File: config.mk
export PLATFORM = sky130hd
export DESIGN_NAME = snes_rom_streamer_flat
export DESIGN_NICKNAME = d
export VERILOG_FILES = /design/src/rtl/snes_rom_streamer_if.sv /design/src/rtl/snes_rom_streamer.sv /design/src/flat_wrapper.sv
export SDC_FILE = /design/constraint.sdc
export NUM_CORES = 1
export LEC_CHECK = 0
export BUFFER_PORTS_ARGS = -buffer_cell sky130_fd_sc_hd__buf_4
export CORE_UTILIZATION = 56
export DETAILED_ROUTE_END_ITERATION = 7
export GPL_ROUTABILITY_DRIVEN = 0
export PLACE_DENSITY = 0.78
export SETUP_SLACK_MARGIN = 0.02
export SLEW_MARGIN = 20
export SYNTH_ARGS = -nofsm -noshare
export SYNTH_HDL_FRONTEND = slang
export SYNTH_SLANG_ARGS = --single-unit
File: constraint.sdc
create_clock -name clk -period 4.5 [get_ports clk]
set_input_delay 0.9 -clock clk [delete_from_list [all_inputs] [get_ports clk]]
set_output_delay 0.9 -clock clk [all_outputs]
set_load 0.05 [all_outputs]
File: src/rtl/snes_rom_streamer_if.sv
`default_nettype none
// ============================================================================
//  Module      : snes_rom_streamer_if
//  Description : Bundles the SNES ROM streamer control, cart-bus and output
//                stream signals.
//                master : the controller/consumer side, plus the cart model
//                         that drives the data bus.
//                slave  : the streamer itself.
//                Signals:
//                  enable, start, map_mode, start_offset, length - control
//                  data, address, rd_n                           - cart bus
//                  out_data, out_valid, out_ready                - byte stream
//                  busy, done                                    - status
//                  checksum  - only when SNES_ROM_STREAMER_CHECKSUM_EN is defined
//  Revision    : 1.0  initial release
// ============================================================================
interface snes_rom_streamer_if #(
    parameter int OFFSET_W = 22
);
    logic                enable;
    logic                start;
    logic                map_mode;
    logic [OFFSET_W-1:0] start_offset;
    logic [OFFSET_W-1:0] length;
    logic [7:0]          data;
    logic [23:0]         address;
    logic                rd_n;
    logic [7:0]          out_data;
    logic                out_valid;
    logic                out_ready;
    logic                busy;
    logic                done;
`ifdef SNES_ROM_STREAMER_CHECKSUM_EN
    logic [15:0]         checksum;

    modport master (
        output enable, start, map_mode, start_offset, length, data, out_ready,
        input  address, rd_n, out_data, out_valid, busy, done, checksum
    );
    modport slave (
        input  enable, start, map_mode, start_offset, length, data, out_ready,
        output address, rd_n, out_data, out_valid, busy, done, checksum
    );
`else
    modport master (
        output enable, start, map_mode, start_offset, length, data, out_ready,
        input  address, rd_n, out_data, out_valid, busy, done
    );
    modport slave (
        input  enable, start, map_mode, start_offset, length, data, out_ready,
        output address, rd_n, out_data, out_valid, busy, done
    );
`endif
endinterface
`default_nettype wire

File: src/rtl/snes_rom_streamer.sv
`default_nettype none
// ============================================================================
//  Module      : snes_rom_streamer
//  Description : Reads a contiguous byte range from an SNES cartridge ROM
//                (LoROM or HiROM mapping), holds each access for
//                ACCESS_CYCLES clocks and streams the bytes out through a
//                small FIFO on a valid/ready interface.
//  Ports       : clk   - master clock
//                rst_n - asynchronous active-low reset
//                bus   - snes_rom_streamer_if.slave (control, cart bus,
//                        output stream, status)
//  Options     : SNES_ROM_STREAMER_CHECKSUM_EN - adds bus.checksum, the
//                16-bit wrap-around sum of the bytes pushed this transfer.
//  Revision    : 1.0  initial release
// ============================================================================
module snes_rom_streamer #(
    parameter int OFFSET_W      = 22,
    parameter int ACCESS_CYCLES = 2,
    parameter int FIFO_DEPTH    = 4
) (
    input wire                 clk,
    input wire                 rst_n,
    snes_rom_streamer_if.slave bus
);

    localparam int CNT_W = (ACCESS_CYCLES > 1) ? $clog2(ACCESS_CYCLES) : 1;
    localparam int PTR_W = $clog2(FIFO_DEPTH);
    localparam logic [CNT_W-1:0] CNT_LAST   = CNT_W'(ACCESS_CYCLES - 1);
    localparam logic [PTR_W:0]   FIFO_FULL  = (PTR_W+1)'(FIFO_DEPTH);

    typedef enum logic [2:0] {
        S_IDLE  = 3'd0,
        S_READ  = 3'd1,
        S_WAIT  = 3'd2,
        S_DRAIN = 3'd3,
        S_DONE  = 3'd4
    } state_t;

    state_t              r_state;
    state_t              w_next;
    logic [OFFSET_W-1:0] r_offset;
    logic [OFFSET_W-1:0] r_remaining;
    logic                r_map;
    logic [CNT_W-1:0]    r_cnt;
    logic [23:0]         r_address;
    logic                r_rd_n;

    logic [7:0]          r_mem [FIFO_DEPTH];
    logic [PTR_W-1:0]    r_wptr;
    logic [PTR_W-1:0]    r_rptr;
    logic [PTR_W:0]      r_count;

    logic                w_last;
    logic                w_push;
    logic                w_pop;
    logic [PTR_W:0]      w_count_after;
    logic [OFFSET_W-1:0] w_offset_inc;
    logic [OFFSET_W-1:0] w_rem_dec;

    // Linear offset -> cart bus address. LoROM places each 32 KiB chunk in
    // the upper half of banks $80+, HiROM maps linearly into banks $C0+.
    function automatic logic [23:0] f_map(input logic i_hi, input logic [OFFSET_W-1:0] i_off);
        logic [21:0] w_o;
        w_o = 22'(i_off);
        return i_hi ? {2'b11, w_o} : {1'b1, w_o[21:15], 1'b1, w_o[14:0]};
    endfunction

    assign w_last        = (r_state == S_READ) && (r_cnt == CNT_LAST);
    assign w_push        = bus.enable && w_last;
    // Pops are independent of enable so the consumer can drain a frozen engine.
    assign w_pop         = (r_count != '0) && bus.out_ready;
    assign w_count_after = r_count + (PTR_W+1)'(w_push) - (PTR_W+1)'(w_pop);
    assign w_offset_inc  = r_offset + 1'b1;
    assign w_rem_dec     = r_remaining - 1'b1;

    // ------------------------------------------------------------------
    // Next-state logic
    // ------------------------------------------------------------------
    always_comb begin
        w_next = r_state;
        case (r_state)
            S_IDLE: begin
                if (bus.start) begin
                    w_next = (bus.length == '0) ? S_DONE : S_READ;
                end
            end
            S_READ: begin
                if (w_last) begin
                    if (w_rem_dec == '0) begin
                        w_next = S_DRAIN;
                    end else if (w_count_after < FIFO_FULL) begin
                        w_next = S_READ;
                    end else begin
                        w_next = S_WAIT;
                    end
                end
            end
            S_WAIT: begin
                if (r_count < FIFO_FULL) begin
                    w_next = S_READ;
                end
            end
            S_DRAIN: begin
                if (r_count == '0) begin
                    w_next = S_DONE;
                end
            end
            S_DONE:  w_next = S_IDLE;
            default: w_next = S_IDLE;
        endcase
    end

    // ------------------------------------------------------------------
    // Engine registers: everything here freezes while enable is low.
    // ------------------------------------------------------------------
    always_ff @(posedge clk or negedge rst_n) begin
        if (!rst_n) begin
            r_state     <= S_IDLE;
            r_offset    <= '0;
            r_remaining <= '0;
            r_map       <= 1'b0;
            r_cnt       <= '0;
            r_address   <= '0;
            r_rd_n      <= 1'b1;
        end else if (bus.enable) begin
            r_state <= w_next;
            r_rd_n  <= (w_next != S_READ);
            case (r_state)
                S_IDLE: begin
                    if (bus.start) begin
                        r_offset    <= bus.start_offset;
                        r_remaining <= bus.length;
                        r_map       <= bus.map_mode;
                        r_cnt       <= '0;
                        // A zero-length transfer never touches the bus.
                        if (bus.length != '0) begin
                            r_address <= f_map(bus.map_mode, bus.start_offset);
                        end
                    end
                end
                S_READ: begin
                    if (w_last) begin
                        r_cnt       <= '0;
                        r_offset    <= w_offset_inc;
                        r_remaining <= w_rem_dec;
                        // Back-to-back reads move the address on the same edge;
                        // otherwise the last address stays on the bus.
                        if (w_next == S_READ) begin
                            r_address <= f_map(r_map, w_offset_inc);
                        end
                    end else begin
                        r_cnt <= r_cnt + 1'b1;
                    end
                end
                S_WAIT: begin
                    if (w_next == S_READ) begin
                        r_cnt     <= '0;
                        r_address <= f_map(r_map, r_offset);
                    end
                end
                default: ;
            endcase
        end
    end

    // ------------------------------------------------------------------
    // Output FIFO
    // ------------------------------------------------------------------
    always_ff @(posedge clk or negedge rst_n) begin
        if (!rst_n) begin
            r_wptr  <= '0;
            r_rptr  <= '0;
            r_count <= '0;
        end else begin
            if (w_push) begin
                r_wptr <= r_wptr + 1'b1;
            end
            if (w_pop) begin
                r_rptr <= r_rptr + 1'b1;
            end
            r_count <= w_count_after;
        end
    end

    // Storage needs no reset; validity is tracked by r_count.
    always_ff @(posedge clk) begin
        if (w_push) begin
            r_mem[r_wptr] <= bus.data;
        end
    end

`ifdef SNES_ROM_STREAMER_CHECKSUM_EN
    logic [15:0] r_checksum;

    always_ff @(posedge clk or negedge rst_n) begin
        if (!rst_n) begin
            r_checksum <= '0;
        end else if (bus.enable && bus.start && (r_state == S_IDLE)) begin
            r_checksum <= '0;
        end else if (w_push) begin
            r_checksum <= r_checksum + {8'h00, bus.data};
        end
    end

    assign bus.checksum = r_checksum;
`endif

    assign bus.address   = r_address;
    assign bus.rd_n      = r_rd_n;
    assign bus.out_data  = r_mem[r_rptr];
    assign bus.out_valid = (r_count != '0);
    assign bus.busy      = (r_state != S_IDLE);
    // Gated by enable so a frozen DONE state cannot report completion.
    assign bus.done      = (r_state == S_DONE) && bus.enable;

endmodule
`default_nettype wire

File: src/flat_wrapper.sv
// flat-port wrapper written by rule: the top's interface ports become plain ports
module snes_rom_streamer_flat 
#(
    parameter int OFFSET_W      = 22,
    parameter int ACCESS_CYCLES = 2,
    parameter int FIFO_DEPTH    = 4
)
  (clk, rst_n, bus_enable, bus_start, bus_map_mode, bus_start_offset, bus_length, bus_data, bus_out_ready, bus_address, bus_rd_n, bus_out_data, bus_out_valid, bus_busy, bus_done);
  snes_rom_streamer_if #(.OFFSET_W(OFFSET_W)) bus_i ();
  input wire clk;
  input wire rst_n;
  input wire logic [$bits(bus_i.enable)-1:0] bus_enable;
  input wire logic [$bits(bus_i.start)-1:0] bus_start;
  input wire logic [$bits(bus_i.map_mode)-1:0] bus_map_mode;
  input wire logic [$bits(bus_i.start_offset)-1:0] bus_start_offset;
  input wire logic [$bits(bus_i.length)-1:0] bus_length;
  input wire logic [$bits(bus_i.data)-1:0] bus_data;
  input wire logic [$bits(bus_i.out_ready)-1:0] bus_out_ready;
  output wire logic [$bits(bus_i.address)-1:0] bus_address;
  output wire logic [$bits(bus_i.rd_n)-1:0] bus_rd_n;
  output wire logic [$bits(bus_i.out_data)-1:0] bus_out_data;
  output wire logic [$bits(bus_i.out_valid)-1:0] bus_out_valid;
  output wire logic [$bits(bus_i.busy)-1:0] bus_busy;
  output wire logic [$bits(bus_i.done)-1:0] bus_done;
  assign bus_i.enable = bus_enable;
  assign bus_i.start = bus_start;
  assign bus_i.map_mode = bus_map_mode;
  assign bus_i.start_offset = bus_start_offset;
  assign bus_i.length = bus_length;
  assign bus_i.data = bus_data;
  assign bus_i.out_ready = bus_out_ready;
  assign bus_address = bus_i.address;
  assign bus_rd_n = bus_i.rd_n;
  assign bus_out_data = bus_i.out_data;
  assign bus_out_valid = bus_i.out_valid;
  assign bus_busy = bus_i.busy;
  assign bus_done = bus_i.done;
  snes_rom_streamer #(.OFFSET_W(OFFSET_W), .ACCESS_CYCLES(ACCESS_CYCLES), .FIFO_DEPTH(FIFO_DEPTH)) u_core (.clk(clk), .rst_n(rst_n), .bus(bus_i));
endmodule
Word level (Yosys, flattened, before mapping)
Memories as Yosys holds them, arrays and structs flattened. Cells that the tools add are included.

Bits in registers: 81. Memory bits (writable): 32. Output and inout bits: 36. Logic and storage cells: 77. Memories kept: 1.

Memory list: u_core.r_mem (words 4, width 8, read ports 1, clocked after memory_dff 0, write ports 1, line snes_rom_streamer.sv:48) `logic [7:0] r_mem [FIFO_DEPTH];`.

Add/sub/neg operators: 7. Order comparisons: 2. Equality and inequality tests: 11. Muxes and demuxes: 29. Reductions and logical operators: 17.

Operator list (number): $mux 24 (5); $mux 22 (4); $pmux 22 s2 (2); $pmux 24 s3 (1); $mux 23 (3); $logic_not 22->1 (2); $add 22x1->22 const B (1); $reduce_bool 22->1 (1); $sub 22x1->22 const B (1); $mux 3 (6); $pmux 3 s4 (1); $reduce_bool 3->1 (3); $reduce_and 4->1 (2); $reduce_and 7->1 (1); $eq 3x1->1 const B (2); $eq 3x2->1 const B (2); $logic_not 3->1 (2); $lt 3x3->1 const B (2); $ne 2x1->1 const B (3); $mux 1 (5); $add 2x1->2 const B (2); $logic_and 1x1->1 (4); $ne 2x2->1 const B (2); $add 3x1->3 (1); 8 further kinds (8).

Logic depth before layout (Yosys ltp)
Word-level depth: 14. Depth in mapped cells: 15. Depth with buffers taken out: 15.

Worst setup path after synthesis
OpenSTA, ideal clock, no wires.

Kind: input -> register. From: input bus_enable. To: register u_core.r_address[10] (netlist: u_core.bus.address[10]). Setup time: 0.125 ns. Data arrival time: 3.262 ns. Required time: 4.375 ns. Setup slack: 1.113 ns. Stages: 12. Cells stage by stage: clkbuf_1 > and3_1 > clkbuf_1 > ha_1 > inv_1 > fa_1 > xnor2_1 > xnor2_1 > o211ai_2 > nand2_4 > buf_12 > mux2_4.

Longest elaborated chain between the ends: 11.

Ends and longest elaborated chain: start, declared (line flat_wrapper.sv:12) `input wire logic [$bits(bus_i.enable)-1:0] bus_enable;`; $logic_and 1x1->1 * (line snes_rom_streamer.sv:69) `assign w_push = bus.enable && w_last;`; net u_core.w_push (line snes_rom_streamer.sv:54) `logic w_push;`; $add 3x1->3 * (line snes_rom_streamer.sv:72) `assign w_count_after = r_count + (PTR_W+1)'(w_push) - (PTR_W+1)'(w_pop);`; $sub 3x1->3 * (line snes_rom_streamer.sv:72); net u_core.w_count_after[2] (line snes_rom_streamer.sv:56) `logic [PTR_W:0] w_count_after;`; $lt 3x3->1 * (line snes_rom_streamer.sv:91) `end else if (w_count_after < FIFO_FULL) begin`; $mux 2 * (line snes_rom_streamer.sv:91); $mux 3 * (line snes_rom_streamer.sv:89) `if (w_rem_dec == '0) begin`; $mux 3 * (line snes_rom_streamer.sv:88) `if (w_last) begin`; $pmux 3 s4 * (line snes_rom_streamer.sv:81) `case (r_state)`; $eq 3x1->1 * (line snes_rom_streamer.sv:148, snes_rom_streamer.sv:156); $ne 2x2->1 (no line) / $ne 2x1->1 (equally long branches); $reduce_and 7->1 (no line) *; end signal, assigned (line snes_rom_streamer.sv:137) `r_address <= f_map(bus.map_mode, bus.start_offset);`; end signal, assigned (line snes_rom_streamer.sv:149) `r_address <= f_map(r_map, w_offset_inc);`; end signal, assigned (line snes_rom_streamer.sv:158) `r_address <= f_map(r_map, r_offset);`; end, declared (line snes_rom_streamer.sv:45) `logic [23:0] r_address;`.

Mark *: on every way through the listed nets, which the timed path passes. The rest lies on a longest branch. A chain may end at the register's enable or synchronous reset.

Worst setup path after layout
From: register u_core.r_count[2]. To: register u_core.r_address[6] (netlist: u_core.bus.address[6]).

Longest elaborated chain between the ends: 11.

Ends and longest elaborated chain: start, declared (line snes_rom_streamer.sv:51) `logic [PTR_W:0] r_count;`; start signal, assigned (line snes_rom_streamer.sv:181) `r_count <= w_count_after;`; $reduce_bool 3->1 * (line snes_rom_streamer.sv:71) `assign w_pop = (r_count != '0) && bus.out_ready;`; $logic_and 1x1->1 * (line snes_rom_streamer.sv:71); net u_core.w_pop (line snes_rom_streamer.sv:55) `logic w_pop;`; $sub 3x1->3 * (line snes_rom_streamer.sv:72); net u_core.w_count_after[2] (line snes_rom_streamer.sv:56); $lt 3x3->1 * (line snes_rom_streamer.sv:91); $mux 2 * (line snes_rom_streamer.sv:91); $mux 3 * (line snes_rom_streamer.sv:89); $mux 3 * (line snes_rom_streamer.sv:88); $pmux 3 s4 * (line snes_rom_streamer.sv:81); $eq 3x1->1 * (line snes_rom_streamer.sv:148, snes_rom_streamer.sv:156); $ne 2x2->1 (no line) / $ne 2x1->1 (equally long branches); $reduce_and 7->1 (no line) *.

Marked as above.

==> run metrics <==
status=completed; kind of cell with the highest combined delay on the critical path=simple AND/OR/NAND/NOR gates; number of setup violations in the final report=0; leading cell types by count after synthesis=80 x dfrtp_1, 72 x nand2_1, 70 x a21oi_1; Setup Crit Path Kind=flip-flop to flip-flop; worst reg2reg startpoint=u_core.r_count[2]$_DFF_PN0_; clock-pin slew on the worst setup and hold paths=0.05 ns; core utilization of the finished layout=0.688; area of the core=11500 sq um; number of warnings issued by yosys=0; critical path's most frequent cell=inv_1; antenna viol nets, final=0; nets@finish=827; IR drop worst, VDD=608 uV; setup slack of the worst register-to-register path=0.83 ns; number of iterations in the first detailed-routing pass=7; fin. max-slew vios=0; maximum number of pins on one net before global-route repair=82; flip-flop and latch count after synthesis=113; number of global-route vias before repair=5403; Routed Wire Length=16400 um; TritonCTS clock tree=done; number of enable-type register cells in the synthesized netlist=32; routed via count=5833; source of the critical timing path=u_core.r_count[2]$_DFF_PN0_; Num CTS Buffers=17; via/cell ratio=6.37; Post-Place Setup Slack=0.777 ns; Data required, critical path=4.79 ns; share of synthesized cell area in and, or, nand and nor gates=0.174; dpl hpwl=10800 um; DRT iter0 DRCs=485; buffer count from post-CTS setup fixing=0; Overall Global Routing Usage=0.274; Worst Min Path Start=u_core.bus.address[23]$_DFFE_PN0P_; Synth top area share=0.303; synthesized area=6600 sq um; critical path buffer and inverter count=3; relative max-transition margin=0.215; count of clock tree sinks=113; type of element launching the critical path=flip-flop; H-Tree Depth=4; cts repair resizes=0; row count=39; fill cell total of the finished layout=842; ratio of total power to cell area=780 nW/um^2; capturing element type of the critical path=flip-flop; Buffers on Ports=93; final global-route overflow total=0; critical path's slowest cell=dfrtp_1; peak per-stage delay on the critical path=0.42 ns; post-route fraction of the period consumed by the critical path=0.816; maximum count of clock buffers along a single path=2; Die X-Extent=111 um; root buf cell=clkbuf_16; leakage power figure=3.22 nW; Ports=94; share of cells above drive strength 1=0.219; Hold/Removal Path Class=flip-flop to flip-flop; Worst Skew=0.00678 ns; antenna cells=0; drt wl/cell=17.9 um; final sum of negative setup slack=0 ns; adder-cell share of the synthesized area=0.0201; final critical-path required period=3.67 ns; DRC violations left=0; leading cell type by number of instances after synthesis=dfrtp_1; number of antenna violations at the first check in global routing=0; clock latency on the worst-skew pair=0.42 ns; die area=12200 sq um; dominant register cell in the synthesized netlist=dfrtp_1; capturing point of the worst reg2reg path=u_core.bus.address[6]$_DFFE_PN0P_; total of max-cap violations=0; number of cells traversed by the worst register-to-register path=13; share of synthesized flip-flops with an asynchronous set or reset=0.717; Hold Vio Cnt, Final=0; RSZ-0062 raised after global routing=no; final-layout worst hold slack=0.463 ns; Peak Freq=0.272 GHz; sequential cell area fraction in the yosys report=0.453; worst setup path endpoint=u_core.bus.address[6]$_DFFE_PN0P_; post-synthesis instance total=690; post-synthesis cell type with the largest combined area=dfrtp_1; compound-gate portion of the synthesized area=0.194; Distinct cells, synth=71; Die Y=111 um; area share of xor/xnor cells in the synthesized design=0.0159; worst path cell trace=nor3_1 -> inv_1 -> and2_1 -> ha_1 -> inv_1 -> ha_1 -> inv_1 -> fa_1 -> xnor2_1 -> xnor2_1 -> o211ai_2 -> nand2_4 -> mux2_1; global-route wire length before repair=26800 um; mux share of post-synthesis cell area=0.0983; logic depth of the worst path, buffers included=13; main combinational cell family by area after synthesis=compound AO/OA/AOI/OAI gates; Post-Synthesis Net Count=758; number of hold buffers added after cts=0; maximum fanout encountered on the critical timing path=23; biggest area contributors in the synthesized netlist=dfrtp_1 30%, edfxtp_1 15%, a21oi_1 5.3%; endpoint arrival time on the critical path=3.96 ns; worst-margin pin slew=1.17 ns; initial standard-cell utilization of the core=0.575; setup slack of the critical path after layout=0.829 ns; syn_area_per_cell=9.56 sq um; area overhead of the layout relative to synthesis=19.6%
## worst min path at each step
stage                                               endpoint  cells past startpoint
after detailed placement  u_core.bus.address[23]$_DFFE_PN0P_                      1
final                     u_core.bus.address[23]$_DFFE_PN0P_                      1
after global routing      u_core.bus.address[23]$_DFFE_PN0P_                      1
after CTS                 u_core.bus.address[23]$_DFFE_PN0P_                      1
after global placement    u_core.bus.address[23]$_DFFE_PN0P_                      1
after floorplan           u_core.r_remaining[21]$_DFFE_PN0P_                      2
## where the power goes
part | switching [mW] | internal [mW] | total [mW]
Clock | 0.465 | 0.875 | 1.34
Sequential | 0.508 | 1.43 | 1.94
Combinational | 1.77 | 1.11 | 2.88
Total | 2.75 | 3.41 | 6.16
## registers in the layout, summed over array words and instances, names as in the netlist
register            count
u_core.bus.rd_n         1
u_core.r_state          3
u_core.r_rptr           2
u_core.r_map            1
u_core.r_mem           32
u_core.bus.address     24
u_core.r_cnt            1
u_core.r_remaining     22
u_core.r_offset        22
u_core.r_wptr           2
u_core.r_count          3
## layer usage
metal,vias to the layer above,share of wire,global-route usage
li1,2685,-,-
met1,2793,0.42,0.368
met2,317,0.48,0.429
met3,38,0.075,0.0670
met4,0,0.025,0.108
met5,-,0,0
## cell families (layout without fill, tap and decap cells)
group | after synthesis | in the layout
multiplexers | 45 | 45
AND/OR/NAND/NOR | 233 | 233
buffers and inverters | 67 | 149
AO/OA/AOI/OAI | 210 | 210
XOR/XNOR | 12 | 12
flip-flops | 113 | 113
adder cells (fa/ha/maj) | 10 | 10
## metrics by stage
step	area (sq um)	instances	power [mW]
global placement	7300	883	4.66
CTS	7890	915	6.13
detailed placement	7300	883	4.78
finish	7890	915	6.16
floorplan	6600	690	4.08
global route	7890	915	6.50
## final cells by class
type	count	area, sq um	area share
well taps	143	179	0.0227
multi-input cells	510	3330	0.422
repair buffers	97	732	0.0928
clock buffers	20	447	0.0566
clock inverters	12	140	0.0178
flip-flops and latches	113	2990	0.379
inverters	20	75.1	0.00951
## placed cells by master, fill, tap and decap left out, drive strengths merged, types with 9 or more instances in the layout
master   n
nand2   74
ha       9
edfxtp  32
dfrtp   80
nand3   23
inv     20
buf     97
nor2    58
o22ai   10
nor3    23
mux2    24
nor4     9
o21ai   70
mux2i   13
a21oi   70
clkbuf  20
Power figures use the tool's default switching activity.
